--- config.mk ---
export PLATFORM = sky130hd
export DESIGN_NAME = mem_interface_flat
export DESIGN_NICKNAME = d
export VERILOG_FILES = /design/src/rtl/cpu_pkg.sv /design/src/rtl/mem_interface_if.sv /design/src/rtl/mem_wait_timer.sv /design/src/rtl/mem_interface.sv /design/src/flat_wrapper.sv
export SDC_FILE = /design/constraint.sdc
export NUM_CORES = 1
export LEC_CHECK = 0
export ABC_AREA = 1
export CELL_PAD_IN_SITES_DETAIL_PLACEMENT = 0
export CELL_PAD_IN_SITES_GLOBAL_PLACEMENT = 2
export CORE_AREA = 2 2 108 110
export CTS_BUF_LIST = sky130_fd_sc_hd__clkbuf_8
export CTS_CLUSTER_DIAMETER = 60
export DETAILED_ROUTE_END_ITERATION = 10
export DIE_AREA = 0 0 110 112
export PLACE_DENSITY = 0.83
export SLEW_MARGIN = 5
export SYNTH_ARGS = -nofsm -noshare
export SYNTH_HDL_FRONTEND = slang
export SYNTH_SLANG_ARGS = --single-unit
--- constraint.sdc ---
create_clock -name Clk -period 2 [get_ports Clk]
set_clock_uncertainty 0.2 [all_clocks]
set_input_delay 0.4 -clock Clk [delete_from_list [all_inputs] [get_ports Clk]]
set_output_delay 0.4 -clock Clk [all_outputs]
set_load 0.02 [all_outputs]
--- src/rtl/cpu_pkg.sv ---
// Shared types and default widths for the CPU memory-access stage.
package cpu_pkg;

   localparam int unsigned ADDR_W_DEF  = 12;
   localparam int unsigned DATA_W_DEF  = 16;
   localparam int unsigned TIMEOUT_DEF = 16;

   typedef enum logic [1:0] {
      IDLE,
      RD_WAIT,
      WR_WAIT,
      DONE
   } mem_state_t;

   // Wait-counter width; never zero so a TIMEOUT of 1 still yields a legal vector.
   function automatic int unsigned cnt_w(input int unsigned timeout);
      return (timeout > 1) ? $clog2(timeout) : 1;
   endfunction

endpackage

--- src/rtl/mem_interface_if.sv ---
// Controller-side bus/strobe signals plus the external memory handshake.
interface mem_interface_if
   import cpu_pkg::*;
#(
   parameter int unsigned ADDR_W = ADDR_W_DEF,
   parameter int unsigned DATA_W = DATA_W_DEF
);

   logic [DATA_W-1:0] bus_in;
   logic              ldMAR;
   logic              ldMDR;
   logic              TMAR;
   logic              TMDR;
   logic              MemRead;
   logic              MemWrite;
   logic              IRWrite;
   logic [DATA_W-1:0] bus_out;
   logic              bus_oe;
   logic [DATA_W-1:0] ir_out;
   logic              mem_ready;
   logic              mem_err;
   logic              mem_req;
   logic              mem_we;
   logic [ADDR_W-1:0] mem_addr;
   logic [DATA_W-1:0] mem_wdata;
   logic [DATA_W-1:0] mem_rdata;
   logic              mem_ack;

   modport slave (
      input  bus_in, ldMAR, ldMDR, TMAR, TMDR, MemRead, MemWrite, IRWrite, mem_rdata, mem_ack,
      output bus_out, bus_oe, ir_out, mem_ready, mem_err, mem_req, mem_we, mem_addr, mem_wdata
   );

   modport master (
      output bus_in, ldMAR, ldMDR, TMAR, TMDR, MemRead, MemWrite, IRWrite, mem_rdata, mem_ack,
      input  bus_out, bus_oe, ir_out, mem_ready, mem_err, mem_req, mem_we, mem_addr, mem_wdata
   );

endinterface

--- src/rtl/mem_wait_timer.sv ---
// Clear/enable wait-state counter; holds at terminal count instead of wrapping.
module mem_wait_timer
   import cpu_pkg::*;
#(
   parameter int unsigned TIMEOUT = TIMEOUT_DEF
) (
   input  logic Clk,
   input  logic Reset,
   input  logic i_clr,
   input  logic i_en,
   output logic o_tc
);

   localparam int unsigned CW = cnt_w(TIMEOUT);

   logic [CW-1:0] r_cnt;

   assign o_tc = (r_cnt == CW'(TIMEOUT - 1));

   always_ff @(posedge Clk) begin
      if (!Reset || i_clr) begin
         r_cnt <= '0;
      end else if (i_en && !o_tc) begin
         r_cnt <= r_cnt + 1'b1;
      end
   end

endmodule

--- src/rtl/mem_interface.sv ---
// Memory-access stage: owns MAR/MDR/IR, drives the internal bus and runs the
// req/ack handshake with timeout to external memory.
module mem_interface
   import cpu_pkg::*;
#(
   parameter int unsigned ADDR_W  = ADDR_W_DEF,
   parameter int unsigned DATA_W  = DATA_W_DEF,
   parameter int unsigned TIMEOUT = TIMEOUT_DEF
) (
   input  logic            Clk,
   input  logic            Reset,
   mem_interface_if.slave  mif
);

   mem_state_t        r_state;
   mem_state_t        w_state_nxt;
   logic [ADDR_W-1:0] r_mar;
   logic [DATA_W-1:0] r_mdr;
   logic [DATA_W-1:0] r_ir;
   logic              r_irw;
   logic              r_err;
   logic              r_ill;

   logic w_idle;
   logic w_wait;
   logic w_ld_ok;
   logic w_tc;
   logic w_rd_req;
   logic w_wr_req;

   assign w_idle   = (r_state == IDLE);
   assign w_wait   = (r_state == RD_WAIT) || (r_state == WR_WAIT);
   assign w_ld_ok  = (r_state == IDLE) || (r_state == DONE);
   assign w_rd_req = mif.MemRead && !mif.MemWrite;
   assign w_wr_req = mif.MemWrite && !mif.MemRead;

   mem_wait_timer #(
      .TIMEOUT (TIMEOUT)
   ) u_timer (
      .Clk   (Clk),
      .Reset (Reset),
      .i_clr (!w_wait),
      .i_en  (w_wait && !mif.mem_ack),
      .o_tc  (w_tc)
   );

   always_ff @(posedge Clk) begin
      if (!Reset) begin
         r_state <= IDLE;
      end else begin
         r_state <= w_state_nxt;
      end
   end

   always_comb begin
      w_state_nxt   = r_state;
      mif.mem_req   = 1'b0;
      mif.mem_we    = 1'b0;
      mif.mem_ready = r_ill;
      mif.mem_err   = r_ill;
      unique case (r_state)
         IDLE: begin
            if (w_idle && w_rd_req) begin
               w_state_nxt = RD_WAIT;
            end else if (w_idle && w_wr_req) begin
               w_state_nxt = WR_WAIT;
            end
         end
         RD_WAIT, WR_WAIT: begin
            mif.mem_req = 1'b1;
            mif.mem_we  = (r_state == WR_WAIT);
            if (mif.mem_ack || w_tc) begin
               w_state_nxt = DONE;
            end
         end
         DONE: begin
            mif.mem_ready = 1'b1;
            mif.mem_err   = r_err;
            w_state_nxt   = IDLE;
         end
         default: w_state_nxt = IDLE;
      endcase
   end

   always_ff @(posedge Clk) begin
      if (!Reset) begin
         r_mar <= '0;
         r_mdr <= '0;
         r_ir  <= '0;
         r_irw <= 1'b0;
         r_err <= 1'b0;
         r_ill <= 1'b0;
      end else begin
         r_ill <= w_idle && mif.MemRead && mif.MemWrite;
         if (w_ld_ok && mif.ldMAR) begin
            r_mar <= mif.bus_in[ADDR_W-1:0];
         end
         if (w_ld_ok && mif.ldMDR) begin
            r_mdr <= mif.bus_in;
         end
         if (w_idle && w_rd_req) begin
            r_irw <= mif.IRWrite;
         end
         if ((r_state == RD_WAIT) && mif.mem_ack) begin
            r_mdr <= mif.mem_rdata;
            if (r_irw) begin
               r_ir <= mif.mem_rdata;
            end
         end
         // Ack wins over a simultaneous terminal count.
         if (w_wait) begin
            r_err <= !mif.mem_ack && w_tc;
         end
      end
   end

   assign mif.bus_out   = mif.TMDR ? r_mdr : (mif.TMAR ? DATA_W'(r_mar) : '0);
   assign mif.bus_oe    = mif.TMAR || mif.TMDR;
   assign mif.ir_out    = r_ir;
   assign mif.mem_addr  = r_mar;
   assign mif.mem_wdata = r_mdr;

endmodule

--- src/flat_wrapper.sv ---
// flat-port wrapper written by rule: the top's interface ports become plain ports
module mem_interface_flat import cpu_pkg::*;
#(
   parameter int unsigned ADDR_W  = ADDR_W_DEF,
   parameter int unsigned DATA_W  = DATA_W_DEF,
   parameter int unsigned TIMEOUT = TIMEOUT_DEF
)
  (Clk, Reset, mif_bus_in, mif_ldMAR, mif_ldMDR, mif_TMAR, mif_TMDR, mif_MemRead, mif_MemWrite, mif_IRWrite, mif_mem_rdata, mif_mem_ack, mif_bus_out, mif_bus_oe, mif_ir_out, mif_mem_ready, mif_mem_err, mif_mem_req, mif_mem_we, mif_mem_addr, mif_mem_wdata);
  mem_interface_if #(.ADDR_W(ADDR_W), .DATA_W(DATA_W)) mif_i ();
  input  logic Clk;
  input  logic Reset;
  input wire logic [$bits(mif_i.bus_in)-1:0] mif_bus_in;
  input wire logic [$bits(mif_i.ldMAR)-1:0] mif_ldMAR;
  input wire logic [$bits(mif_i.ldMDR)-1:0] mif_ldMDR;
  input wire logic [$bits(mif_i.TMAR)-1:0] mif_TMAR;
  input wire logic [$bits(mif_i.TMDR)-1:0] mif_TMDR;
  input wire logic [$bits(mif_i.MemRead)-1:0] mif_MemRead;
  input wire logic [$bits(mif_i.MemWrite)-1:0] mif_MemWrite;
  input wire logic [$bits(mif_i.IRWrite)-1:0] mif_IRWrite;
  input wire logic [$bits(mif_i.mem_rdata)-1:0] mif_mem_rdata;
  input wire logic [$bits(mif_i.mem_ack)-1:0] mif_mem_ack;
  output wire logic [$bits(mif_i.bus_out)-1:0] mif_bus_out;
  output wire logic [$bits(mif_i.bus_oe)-1:0] mif_bus_oe;
  output wire logic [$bits(mif_i.ir_out)-1:0] mif_ir_out;
  output wire logic [$bits(mif_i.mem_ready)-1:0] mif_mem_ready;
  output wire logic [$bits(mif_i.mem_err)-1:0] mif_mem_err;
  output wire logic [$bits(mif_i.mem_req)-1:0] mif_mem_req;
  output wire logic [$bits(mif_i.mem_we)-1:0] mif_mem_we;
  output wire logic [$bits(mif_i.mem_addr)-1:0] mif_mem_addr;
  output wire logic [$bits(mif_i.mem_wdata)-1:0] mif_mem_wdata;
  assign mif_i.bus_in = mif_bus_in;
  assign mif_i.ldMAR = mif_ldMAR;
  assign mif_i.ldMDR = mif_ldMDR;
  assign mif_i.TMAR = mif_TMAR;
  assign mif_i.TMDR = mif_TMDR;
  assign mif_i.MemRead = mif_MemRead;
  assign mif_i.MemWrite = mif_MemWrite;
  assign mif_i.IRWrite = mif_IRWrite;
  assign mif_i.mem_rdata = mif_mem_rdata;
  assign mif_i.mem_ack = mif_mem_ack;
  assign mif_bus_out = mif_i.bus_out;
  assign mif_bus_oe = mif_i.bus_oe;
  assign mif_ir_out = mif_i.ir_out;
  assign mif_mem_ready = mif_i.mem_ready;
  assign mif_mem_err = mif_i.mem_err;
  assign mif_mem_req = mif_i.mem_req;
  assign mif_mem_we = mif_i.mem_we;
  assign mif_mem_addr = mif_i.mem_addr;
  assign mif_mem_wdata = mif_i.mem_wdata;
  mem_interface #(.ADDR_W(ADDR_W), .DATA_W(DATA_W), .TIMEOUT(TIMEOUT)) u_core (.Clk(Clk), .Reset(Reset), .mif(mif_i));
endmodule
* Word-level counts from Yosys, hierarchy flattened
Cells that the tools add are included.
Word-level totals: bits in registers 53, input port bits 42, output and inout port bits 65
Cells by class: add/sub/neg operators 1, equality and inequality tests 6, multiplexer cells 12, reductions and logical operators 28
Operators with widths (count):
- $mux 16 | 3
- $logic_and 1x1->1 | 12
- $mux 12 | 1
- $logic_not 1->1 | 6
- $mux 2 | 3
- $pmux 2 s3 | 1
- $logic_or 1x1->1 | 5
- $add 4x1->4 const B | 1
- $eq 2x2->1 const B | 2
- $eq 4x4->1 const B | 1
- $mux 1 | 4
- $reduce_and 2->1 | 2
- $ne 3x3->1 const B | 1
- $eq 2x1->1 const B | 1
- $logic_not 2->1 | 1
- $ne 2x1->1 const B | 1
- $reduce_bool 2->1 | 1
- $reduce_or 2->1 | 1

* Longest topological paths before layout
depth in word-level cells 6, mapped depth 9, depth with buffers taken out 9

* Cells and area by module
Synthesis repeated with hierarchy kept, for this count alone.
Second synthesis, totals: cells, all modules 346, area, all modules 2546.2 um^2
By module, submodules not included:
- mem_interface | instances 1, cells each 315, area each 2337.2 um^2, sequential area each 980.9 um^2
- mem_wait_timer | instances 1, cells each 31, area each 209.0 um^2, sequential area each 80.1 um^2

* Worst setup path before layout
No wires, ideal clock.
kind flip-flop to flip-flop, start point reg u_core.r_state[0], end point reg u_core.u_timer.r_cnt[3], library setup time 113 ps, arrival time 1455 ps, setup slack 233 ps, stages on the path, launching flop included 10, path through dfxtp_1 > inv_1 > ha_1 > inv_2 > nor2_2 > nand2_2 > nor2_1 > nand2_1 > nand2_1 > nor2_1
Between the ends: cells in the longest elaborated chain, start to end 4, elaborated cells between the ends (all ways) 7
RTL lines:
- from (decl) | RTL line mem_interface.sv:15 | mem_state_t r_state;
- from (signal assigned) | RTL line mem_interface.sv:51 | r_state <= w_state_nxt;
- $eq 2x1->1 or $eq 2x2->1 (tied branches) | RTL line mem_interface.sv:32 | assign w_wait = (r_state == RD_WAIT) || (r_state == WR_WAIT);
- $logic_or 1x1->1 * | RTL line mem_interface.sv:32
- $logic_and 1x1->1 or $logic_not 1->1 (tied branches) | RTL line mem_interface.sv:43, mem_interface.sv:42
- $logic_and 1x1->1 or $logic_or 1x1->1 (tied branches) | RTL line mem_wait_timer.sv:23, mem_wait_timer.sv:21
- to (signal assigned) | RTL line mem_wait_timer.sv:24 | r_cnt <= r_cnt + 1'b1;
- to (decl) | RTL line mem_wait_timer.sv:16 | logic [CW-1:0] r_cnt;
Mark *: on every way between the ends. The rest lies on a longest branch, timed or not. A chain may end at the register's enable or synchronous reset.

* Worst setup path in the final report
start point reg u_core.r_state[1], end point out mif_mem_req
Between the ends: cells in the longest elaborated chain, start to end 3, elaborated cells between the ends (all ways) 4
RTL lines:
- $eq 2x2->1 or $eq 2x1->1 (tied branches) | RTL line mem_interface.sv:61 | unique case (r_state)
- $reduce_or 2->1 * | RTL line mem_interface.sv:61
- $mux 1 * | RTL line mem_interface.sv:61
- to (decl) | RTL line flat_wrapper.sv:27 | output wire logic [$bits(mif_i.mem_req)-1:0] mif_mem_req;
Marked as above.

==> out/qor.yml <==
status: "finished, final reports clean"
crit_buf_inv: 2
crit_fanout: 4
reg2reg_slack_ns: 0.15
path_cells: "inv_1 > ha_1 > clkdlybuf4s15_1"
first_pass_iters: 4
grt_pass1_vias: 2544
grt_pass1_wl_um: 13500
hold_path_end: "u_core.mif.ir_out[12]$_SDFFE_PN0P_"
cts_buffers: 5
finalCritPeriodShare: 0.969
synth-xor-area-share: 0.00363
grtUsageTotal: 0.139
cts_buffer_depth: 2
io_pins: 107
fmax_mhz: 516
cts.sinks: 53
maxCapViolations: 0
htree_levels: 2
layout-drive-gt1-share: 0.126
reg2reg_depth: 9
synth_top_family_by_area: "simple AND/OR/NAND/NOR gates"
period_needed_ns: 1.94
synth_area_mm2: 0.00241
finalNonFillerCells: 597
postRouteAntennaNets: 0
rows: 39
r2r-start: "u_core.r_state[1]$_SDFFE_PN0P_"
drt-total-wl_um: 8290
min-delay-start: "u_core.mif.ir_out[12]$_SDFFE_PN0P_"
critical-path-max-stage-delay_ns: 0.37
yosysTopAreaCell: "dfxtp_1"
final-setup-viol-count: 0
async_reset_ff_frac: 0
synthAdderAreaFrac: 0.0259
placed_cells: 587
synth_edf_count: 0
path_class: "reg -> out"
dr_total_vias: 2537
syn_to_final_growth_pct: 57.2
syn_nets: 385
use_met3: 0.0246
pre_cts_ws_ns: -0.450
synth_cell_types: 24
synthFlopType: "dfxtp_1"
cp_slowest_cell: "dfxtp_2"
n_antenna_cell: 0
cts-root-buf: "clkbuf_8"
drtIter0Drc: 117
rsz0062_at_grt: "no"
synth_top_area_share: 0.439
wire_per_inst_um: 13.9
ys_ff_latch: 53
worst_pin_slew_ns: 0.354
synth_compound_area_frac: 0.182
synthCells: 338
hold-path-cell-count: 2
drc: 0
clkTransAtPathRegs_ns: 0.10
slew_headroom: 0.764
insertion_delay_ns: 0.30
worstSetupStartpointType: "flop"
max-vdd-ir-drop_mv: 0.343
place.gp.congestion: 0.756
synth-simple-area-share: 0.258
fin_ws_ns: 0.0625
synthMuxAreaShare: 0
cp.arrival_ns: 1.34
slew_viol_final: 0
avgSynthCellArea_um2: 7.14
critPathRequiredTime_ns: 1.40
finalHoldViolations: 0
holdWs_ns: 0.274
ys_warn_count: 0
ys_seq_area_frac: 0.439
pwr_density_cell_mw_per_mm2: 1070
leakage_nw: 1.64
dp.final_hpwl_um: 6570
use_met2: 0.230
cp-end-kind: "output port"
synth.area.top_cells: "dfxtp_1, nand2_1, a21oi_1"
grt_most_used_layer: "met2"
start_util: 0.216
io_buffers: 106
cts_tree: "yes"
crit_family: "flip-flops"
grt_start_max_net_pins: 25
antenna_found_initial: 0
met1_usage: 0.188
die_h_um: 112
dieArea_mm2: 0.0123
fp.coreArea_mm2: 0.0112
min_path_type: "reg -> reg"
r2r_end: "u_core.mif.mem_wdata[0]$_SDFFE_PN0P_"
viasPerCell: 4.25
grt_overflow_total: 0
chipWidth_um: 110
nNetsFinal: 500
repair_timing:
item,4_1_cts,5_1_grt
hold buffers,0,0
resized for setup,70,10
setup endpoints to repair,21,21
setup buffers,0,2
pin swaps,0,1
worst max-delay path by stage:
stage | startpoint | to | slack [ns] | depth (start not counted)
after detailed placement | mif_TMDR | mif_bus_oe | -0.45 | 4
after floorplan | u_core.r_state[0]$_SDFFE_PN0P_ | u_core.u_timer.r_cnt[3]$_SDFFE_PP0P_ | 0.23 | 9
after global placement | mif_TMDR | mif_bus_oe | -0.44 | 4
after global routing | u_core.r_state[1]$_SDFFE_PN0P_ | mif_mem_req | 0.0009 | 3
after CTS | u_core.r_state[0]$_SDFFE_PN0P_ | mif_mem_err | 0.003 | 4
final | u_core.r_state[1]$_SDFFE_PN0P_ | mif_mem_req | 0.06 | 3
placed cells by master (no fill, tap or decap), drive strengths merged:
| cell type | count |
|---|---|
| nand2 | 95 |
| inv | 33 |
| clkinv | 1 |
| o21ai | 14 |
| or2 | 2 |
| clkdlybuf4s50 | 81 |
| nor3 | 2 |
| dlymetal6s2s | 2 |
| buf | 35 |
| xor2 | 1 |
| nand3 | 34 |
| clkdlybuf4s15 | 2 |
| dfxtp | 53 |
| clkinvlp | 2 |
| a21oi | 50 |
| nand3b | 1 |
| o21a | 1 |
| o211ai | 15 |
| ha | 5 |
| clkbuf | 5 |
| dlygate4sd2 | 7 |
| nor2 | 13 |
routing by layer:
| layer | vias up | share of wire | wire length, µm |
|---|---|---|---|
| met4 | 0 | 0.0051 | 42 |
| met2 | 64 | 0.49 | 4070 |
| met1 | 1129 | 0.45 | 3750 |
| met3 | 2 | 0.052 | 430 |
| met5 | - | 0 | 0 |
| li1 | 1342 | - | - |
cells in the mapped netlist, types with 3 or more instances:
| master | number |
|---|---|
| o211ai_1 | 15 |
| a21oi_1 | 50 |
| inv_1 | 29 |
| nand3_1 | 34 |
| ha_1 | 5 |
| clkbuf_1 | 5 |
| buf_2 | 11 |
| nand2_2 | 3 |
| dfxtp_1 | 53 |
| nor2_1 | 12 |
| o21ai_0 | 14 |
| nand2_1 | 91 |
kinds of logic after synthesis:
family | Yosys count
AO/OA/AOI/OAI | 80
adder cells (fa/ha/maj) | 5
flip-flops | 53
buffers and inverters | 52
AND/OR/NAND/NOR | 147
XOR/XNOR | 1
sequential cells by signal, indices dropped and copies added (netlist names):
| signal | flops |
|---|---|
| u_core.r_state | 2 |
| u_core.r_err | 1 |
| u_core.u_timer.r_cnt | 4 |
| u_core.mif.ir_out | 16 |
| u_core.mif.mem_addr | 12 |
| u_core.r_irw | 1 |
| u_core.r_ill | 1 |
| u_core.mif.mem_wdata | 16 |
where the power goes:
| part | total [mW] | internal (mW) | switching, mW | leakage, nW |
|---|---|---|---|---|
| logic | 1.96 | 0.881 | 1.07 | 1.17 |
| clock network | 0.605 | 0.243 | 0.363 | 0.0416 |
| registers | 1.48 | 1.28 | 0.204 | 0.434 |
tightest hold or removal path, stage by stage (launching register included):
cell and delay, ns:
dfxtp_1 0.32, nand2_1 0.06, a21oi_1 0.05
metrics by stage:
step | setup TNS (ns) | power [mW] | util | area, µm²
4_1_cts | 0 | 4.05 | 0.336 | 3760
3_5_place_dp | -6.89 | 3.52 | 0.335 | 3740
6_report | 0 | 4.05 | 0.340 | 3790
3_3_place_gp | -6.91 | 3.51 | 0.335 | 3740
5_1_grt | 0 | 4.35 | 0.340 | 3790
2_1_floorplan | 0 | 2.51 | - | 2410
final cells by class:
| type | count | area (µm²) |
|---|---|---|
| Fill cell | 1225 | 7380 |
| Clock buffer | 5 | 68.8 |
| Inverter | 33 | 129 |
| Tap cell | 143 | 179 |
| Clock inverter | 3 | 18.8 |
| Timing Repair Buffer | 127 | 1190 |
| Multi-Input combinational cell | 233 | 1140 |
| Sequential cell | 53 | 1060 |
Power figures use the tool's default switching activity.
